**config.mk**
```make
export PLATFORM = sky130hd
export DESIGN_NAME = fwd_hazard_unit
export DESIGN_NICKNAME = d
export VERILOG_FILES = /design/src/rtl/fwd_hazard_unit.sv
export SDC_FILE = /design/constraint.sdc
export NUM_CORES = 1
export LEC_CHECK = 0
export ABC_AREA = 1
export BUFFER_PORTS_ARGS = -buffer_cell sky130_fd_sc_hd__buf_2
export CAP_MARGIN = 20
export CORE_MARGIN = 1.5
export CORE_UTILIZATION = 35
export CTS_CLUSTER_DIAMETER = 50
export DETAILED_ROUTE_END_ITERATION = 8
export GPL_ROUTABILITY_DRIVEN = 0
export PLACE_DENSITY = 0.52
export SYNTH_ARGS = -nofsm -noshare
export SYNTH_HDL_FRONTEND = slang
export SYNTH_SLANG_ARGS = --single-unit
```
**constraint.sdc**
```tcl
create_clock -name clk -period 5.3 [get_ports clk]
set_input_delay 0.53 -clock clk [delete_from_list [all_inputs] [get_ports clk]]
set_output_delay 0.53 -clock clk [all_outputs]
set_load 0.005 [all_outputs]
```
**src/rtl/fwd_hazard_unit.sv**
```systemverilog
// fwd_hazard_unit: per-operand forwarding select and stall generation for the
// ID/EX instruction, plus a fixed-latency MUL/DIV scoreboard and stall counter.
module fwd_hazard_unit #(
    parameter int ADDR_W     = 5,
    parameter int NUM_STAGES = 2,
    parameter int MC_LAT     = 4,
    parameter int SEL_W      = $clog2(NUM_STAGES + 1)
) (
    input  logic                         clk,
    input  logic                         reset,
    input  logic                         id_valid,
    input  logic [ADDR_W-1:0]            id_rs1,
    input  logic [ADDR_W-1:0]            id_rs2,
    input  logic                         id_use_rs1,
    input  logic                         id_use_rs2,
    input  logic [ADDR_W-1:0]            id_rd,
    input  logic                         id_wr_en,
    input  logic                         id_mc_issue,
    input  logic [NUM_STAGES-1:0]        stg_wr_en,
    input  logic [NUM_STAGES*ADDR_W-1:0] stg_dest,
    input  logic [NUM_STAGES-1:0]        stg_data_ready,
    output logic [SEL_W-1:0]             fa_sel,
    output logic [SEL_W-1:0]             fb_sel,
    output logic                         stall,
    output logic                         mc_busy,
    output logic [31:0]                  stall_cycles
);

    localparam int               CNT_W   = $clog2(MC_LAT + 1);
    localparam logic [CNT_W-1:0] LAT     = CNT_W'(MC_LAT);
    localparam logic [CNT_W-1:0] ONE     = CNT_W'(1);
    localparam logic [31:0]      CNT_MAX = 32'hFFFF_FFFF;

    logic [CNT_W-1:0]  mc_cnt_q;
    logic [CNT_W-1:0]  mc_cnt_d;
    logic [ADDR_W-1:0] mc_dest_q;
    logic [ADDR_W-1:0] mc_dest_d;
    logic [31:0]       stall_cnt_q;
    logic [31:0]       stall_cnt_d;

    logic [ADDR_W-1:0] src_addr [2];
    logic [SEL_W-1:0]  src_sel  [2];
    logic [1:0]        src_use;
    logic [1:0]        src_live;
    logic [1:0]        src_hit;
    logic [1:0]        fwd_haz;
    logic [1:0]        sb_haz;

    logic busy;
    logic dest_nz;
    logic waw_haz;
    logic struct_haz;
    logic stall_w;
    logic issue_ok;

    assign src_addr[0] = id_rs1;
    assign src_addr[1] = id_rs2;
    assign src_use     = {id_use_rs2, id_use_rs1};

    assign busy    = (mc_cnt_q != '0);
    assign dest_nz = (mc_dest_q != '0);

    always_comb begin
        for (int s = 0; s < 2; s++) begin
            src_live[s] = id_valid & src_use[s] & (src_addr[s] != '0);
        end
    end

    // Scan youngest to oldest; the first matching writer decides, even when
    // its data is not ready yet (an older copy would be stale).
    always_comb begin
        for (int s = 0; s < 2; s++) begin
            src_hit[s] = 1'b0;
            fwd_haz[s] = 1'b0;
            src_sel[s] = '0;
            for (int k = 0; k < NUM_STAGES; k++) begin
                if (!src_hit[s] && stg_wr_en[k] &&
                    (stg_dest[k*ADDR_W +: ADDR_W] == src_addr[s])) begin
                    src_hit[s] = 1'b1;
                    if (stg_data_ready[k]) begin
                        src_sel[s] = SEL_W'(k + 1);
                    end else begin
                        fwd_haz[s] = 1'b1;
                    end
                end
            end
            if (!src_live[s]) begin
                src_sel[s] = '0;
                fwd_haz[s] = 1'b0;
            end
        end
    end

    always_comb begin
        for (int s = 0; s < 2; s++) begin
            sb_haz[s] = src_live[s] & busy & dest_nz &
                        (src_addr[s] == mc_dest_q);
        end
    end

    assign waw_haz    = id_valid & id_wr_en & busy & dest_nz &
                        (id_rd == mc_dest_q);
    assign struct_haz = id_valid & id_mc_issue & busy;

    assign stall_w  = (|fwd_haz) | (|sb_haz) | waw_haz | struct_haz;
    assign issue_ok = id_valid & id_mc_issue & ~stall_w;

    always_comb begin
        mc_cnt_d  = mc_cnt_q;
        mc_dest_d = mc_dest_q;
        if (issue_ok) begin
            mc_cnt_d  = LAT;
            mc_dest_d = id_wr_en ? id_rd : '0;
        end else if (busy) begin
            mc_cnt_d = mc_cnt_q - ONE;
            if (mc_cnt_q == ONE) begin
                mc_dest_d = '0;
            end
        end
    end

    always_comb begin
        stall_cnt_d = stall_cnt_q;
        if (stall_w && (stall_cnt_q != CNT_MAX)) begin
            stall_cnt_d = stall_cnt_q + 32'd1;
        end
    end

    always_ff @(posedge clk or posedge reset) begin
        if (reset) begin
            mc_cnt_q    <= '0;
            mc_dest_q   <= '0;
            stall_cnt_q <= '0;
        end else begin
            mc_cnt_q    <= mc_cnt_d;
            mc_dest_q   <= mc_dest_d;
            stall_cnt_q <= stall_cnt_d;
        end
    end

    assign fa_sel       = stall_w ? '0 : src_sel[0];
    assign fb_sel       = stall_w ? '0 : src_sel[1];
    assign stall        = stall_w;
    assign mc_busy      = busy;
    assign stall_cycles = stall_cnt_q;

endmodule
```
Word level (Yosys, flattened, before mapping)
Index checks and enable logic that the tools add are counted.
Cells by class
  $add $sub $neg: 2
  equality and inequality tests: 9
  muxes and demuxes: 28
  bitwise gates (word level): 21
  reductions and logical operators: 18
Operators by type and width (number)
  $eq 5x5->1: 7
  $add 32x1->32 const B: 1
  $ne 32x32->1 const B: 1
  $mux 5: 4
  $and 1x1->1: 17
  $mux 2: 8
  $reduce_bool 5->1: 3
  $mux 1: 14
  $logic_and 1x1->1: 7
  $mux 3: 2
  $reduce_bool 2->1: 2
  $reduce_or 2->1: 2
  $eq 3x1->1 const B: 1
  $or 1x1->1: 3
  $reduce_bool 3->1: 1
  $sub 3x1->3 const B: 1
  $logic_not 1->1: 2
  $reduce_and 2->1: 1
  $not 1->1: 1
Storage, ports and cells
  register bits after elaboration: 40
  input port bits: 36
  output and inout port bits: 38

Depth between registers and ports, before layout
  depth after elaboration: 16
  mapped depth: 14
  mapped depth without buffers: 13

Worst setup path after synthesis
Ideal clock, no wire load.
  path type: reg2out
  start point: register mc_cnt_q[0]
  end point: output stall
  arrival: 1.529 ns
  data required time: 4.770 ns
  setup slack: 3.241 ns
  cell stages (with the launch flop): 12
  path buffers: 2
  cell sequence: dfrtp_1 inv_1 ha_1 nand2_2 nand2_1 inv_1 nand3_2 nand2_1 nor2_4 nand3_4 buf_8 buf_8
On the way
  longest elaborated chain between the ends: 8
  elaborated cells between the ends (all ways): 15
  those cells by class: 13 x bitwise; 2 x reduce/logical
Ends and longest elaborated chain
  start: declaration: RTL line 34  | logic [CNT_W-1:0] mc_cnt_q;
  start signal: assignment: RTL line 135  | mc_cnt_q <= mc_cnt_d;
  $reduce_bool 3->1 (*): RTL line 60  | assign busy = (mc_cnt_q != '0);
  named net mc_busy: RTL line 25  | output logic mc_busy,
  $and 1x1->1 (3 in series): RTL line 96  | sb_haz[s] = src_live[s] & busy & dest_nz &
  $reduce_or 2->1: RTL line 105  | assign stall_w = (|fwd_haz) | (|sb_haz) | waw_haz | struct_haz;
  $or 1x1->1 (2 in series): RTL line 105
  $or 1x1->1 (*): RTL line 105
  end: declaration: RTL line 24  | output logic stall,
Mark *: on every way through the listed nets, which the timed path passes. The rest lies on a longest branch.

Worst setup path in the final report
  start point: register mc_cnt_q[0]
  end point: output stall
On the way
  longest elaborated chain between the ends: 8
  elaborated cells between the ends (all ways): 15
  those cells by class: 13 x bitwise; 2 x reduce/logical
Ends and longest elaborated chain (RTL line)
  $reduce_bool 3->1 (*): 60
  $and 1x1->1 (3 in series): 96
  $reduce_or 2->1: 105
  $or 1x1->1 (2 in series): 105
  $or 1x1->1 (*): 105
Mark *: on every way between the ends. The rest lies on a longest branch, timed or not.

==> results.cfg <==
[status]
status = finished clean

[logic_synthesis]
synth.net_count = 574
synth_seq_cells = 40
synth.top_cell.area_share_pct = 28.82
synth_mux_area_share_pct = 0
synthCells = 534
synth_compound_area_share_pct = 2.233
avgSynthCellArea_um2 = 6.504
synth-simple-area-share_pct = 49.46
yosysUniqueCellTypes = 30
synthAdderAreaFrac_pct = 1.441
synth_top_family_by_area = simple AND/OR/NAND/NOR gates
yosysWarnings = 0
syn_area_um2 = 3473
yosys.area_share.xor_xnor_pct = 8.321
yosys.area.top_type = dfrtp_1
ys_top_cells_by_area = dfrtp_1 29%, nand2_1 23%, nand3_2 5.5%
synth_seq_area_share_pct = 28.82

[route]
drt_iter0_markers = 151
drtAntennaViolNets = 0
drt_wl_total_um = 9873
num_vias = 3519
drt-wirelength-per-cell_um = 13.34
firstDrtPassIters = 4
drc = 0
avgViaCountPerCell = 4.755

[global_routing]
grt_pass1_wl_um = 16530
grt_max_degree = 41
antenna_found_initial = 0
grt_pass1_vias = 3424
grt_usage_pct = 19.79
grt_overflow = 0

[floorplanning]
die_width_um = 102.6
core_area_um2 = 9684
ios = 74
row_count = 36
fp.dieH_um = 102.6
initial_utilization_pct = 35.87
die-area_um2 = 10530

[clocking]
hold_buffers = 0
clock_sinks = 40
root_buffer = clkbuf_8
htree_num_levels = 2
post_cts_resized = 0
cts_setup_buffers = 0
clkLatencyLatePin_ns = 0.30
clock_path_buffers = 2
clk_pin_slew_ns = 0.09
cts_buffers = 5
cts_tree = done

[place]
place_ws_ns = 2.682
port_buffers = 73
place_hpwl_um = 7687

[cells_and_area]
layout_common_cells = 214 x nand2_1, 73 x buf_2, 50 x inv_1
multi_input_area_um2 = 2135
nFillCells = 1071
seq_area_um2 = 1001
areaGrowthSynthToFinish_pct = 16.14
n_antenna_cell = 0
drive_gt1_share_pct = 22.24
layout.nets = 646
final_common_cell = nand2_1

[critical_path]
cp_cell_sequence = inv_1 -> ha_1 -> nand2_2 -> nand2_1 -> inv_1 -> nand3_2 -> nand2_1 -> nor2_4 -> nand3_4 -> buf_2
crit_type = reg2out
worstPathRequired_ns = 4.77
cp_max_fo = 30
start_kind = flop
reg2reg_slack_ns = 2.80
crit_slowest_cell = dfrtp_1
crit_arrival_ns = 2.29
end_kind = output pin
cp_slowest_stage_delay_ns = 0.42

[sta]
setup_ws_ns = 2.485
tightest_slew_ns = 0.5279
post-route-period-util_pct = 53.11
finalHoldViolations = 0
finalSetupViolations = 0
final_max_slew_viol_count = 0
fmax_mhz = 355.2
slew_headroom_pct = 64.80
fin_setup_tns_ns = 0
worst_clock_skew_ns = 0.01415
fin_crit_ns = 2.815
rsz0062_at_grt = no

[min_path]
hold_class = in2async

[pwr]
irDropWorstVdd_mv = 0.1278
power.density_nw_per_um2 = 246.2
power.leakage_nw = 2.226

[flow_run]
drv_cap = 0
-- layer usage --
| layer | routed length [um] | track usage [%] |
|---|---|---|
| met3 | 505 | 2.915 |
| met5 | 0 | 0 |
| met2 | 4735 | 35.35 |
| met1 | 4551 | 25.51 |
| met4 | 80 | 3.793 |
-- synthesized netlist by cell type (all sizes together) --
cell type  number
a21oi           1
and3            1
buf             9
clkinv          1
dfrtp          40
ha              4
inv            64
nand2         219
nand3          58
nand3b          1
nand4          14
nor2           55
nor3           16
nor4            3
o211ai          1
o21ai          13
or2             1
xnor2          19
xor2           14
-- kinds of logic (layout without fill, tap and decap cells) --
kind of cell	Yosys count	count (layout)
simple gates	368	368
fa+ha+maj	4	4
compound gates	15	15
flops	40	40
xor+xnor	33	33
buf+inv	74	147
-- final timing paths --
path                                  start                to  depth (start not counted)
max                             mc_cnt_q[0]             stall                         10
min                                   reset       mc_cnt_q[0]                          3
max reg2reg                 stall_cycles[1]  stall_cycles[16]                          9
min reg2reg                stall_cycles[31]  stall_cycles[31]                          2
max in group asynchronous             reset   stall_cycles[6]                          3
min in group clk                   id_rd[4]      mc_dest_q[4]                          5
-- cell type report --
class	instances	area share, %
Clock buffer	5	1.706
Clock inverter	3	1.148
Inverter	65	6.048
Multi-Input combinational cell	420	52.92
Sequential cell	40	24.81
Tap cell	133	4.125
Timing Repair Buffer	74	9.243
-- per-stage QoR --
step	hold slack, ns	total power [mW]	utilization (%)	cell area [um2]	cells
final	0.3358	0.9930	41.65	4034	740
after global routing	0.4173	1.070	41.65	4034	740
after global placement	0.5304	0.7333	40.47	3919	732
after detailed placement	0.5467	0.7374	40.47	3919	732
after floorplan	0.5190	0.6483	-	3473	534
after CTS	0.3647	1.005	41.65	4034	740
-- sequential cells by signal, indices dropped and copies added, names as in the netlist --
signal,flops
stall_cycles,32
mc_dest_q,5
mc_cnt_q,3
-- critical path, delay by kind of cell (launching register included) --
| family | cells | cell delay, ns |
|---|---|---|
| and+or+nand+nor | 6 | 0.93 |
| adders and majority gates | 1 | 0.17 |
| buffers and inverters | 3 | 0.44 |
| DFF | 1 | 0.42 |
-- power by group --
part / switching [mW] / leakage, nW / internal [mW]
Sequential: 0.0600 / 0.544 / 0.343
Clock: 0.121 / 0.0548 / 0.142
Combinational: 0.206 / 1.63 / 0.121
Total: 0.387 / 2.23 / 0.606
Note: power is estimated with default switching activity, not from simulation.
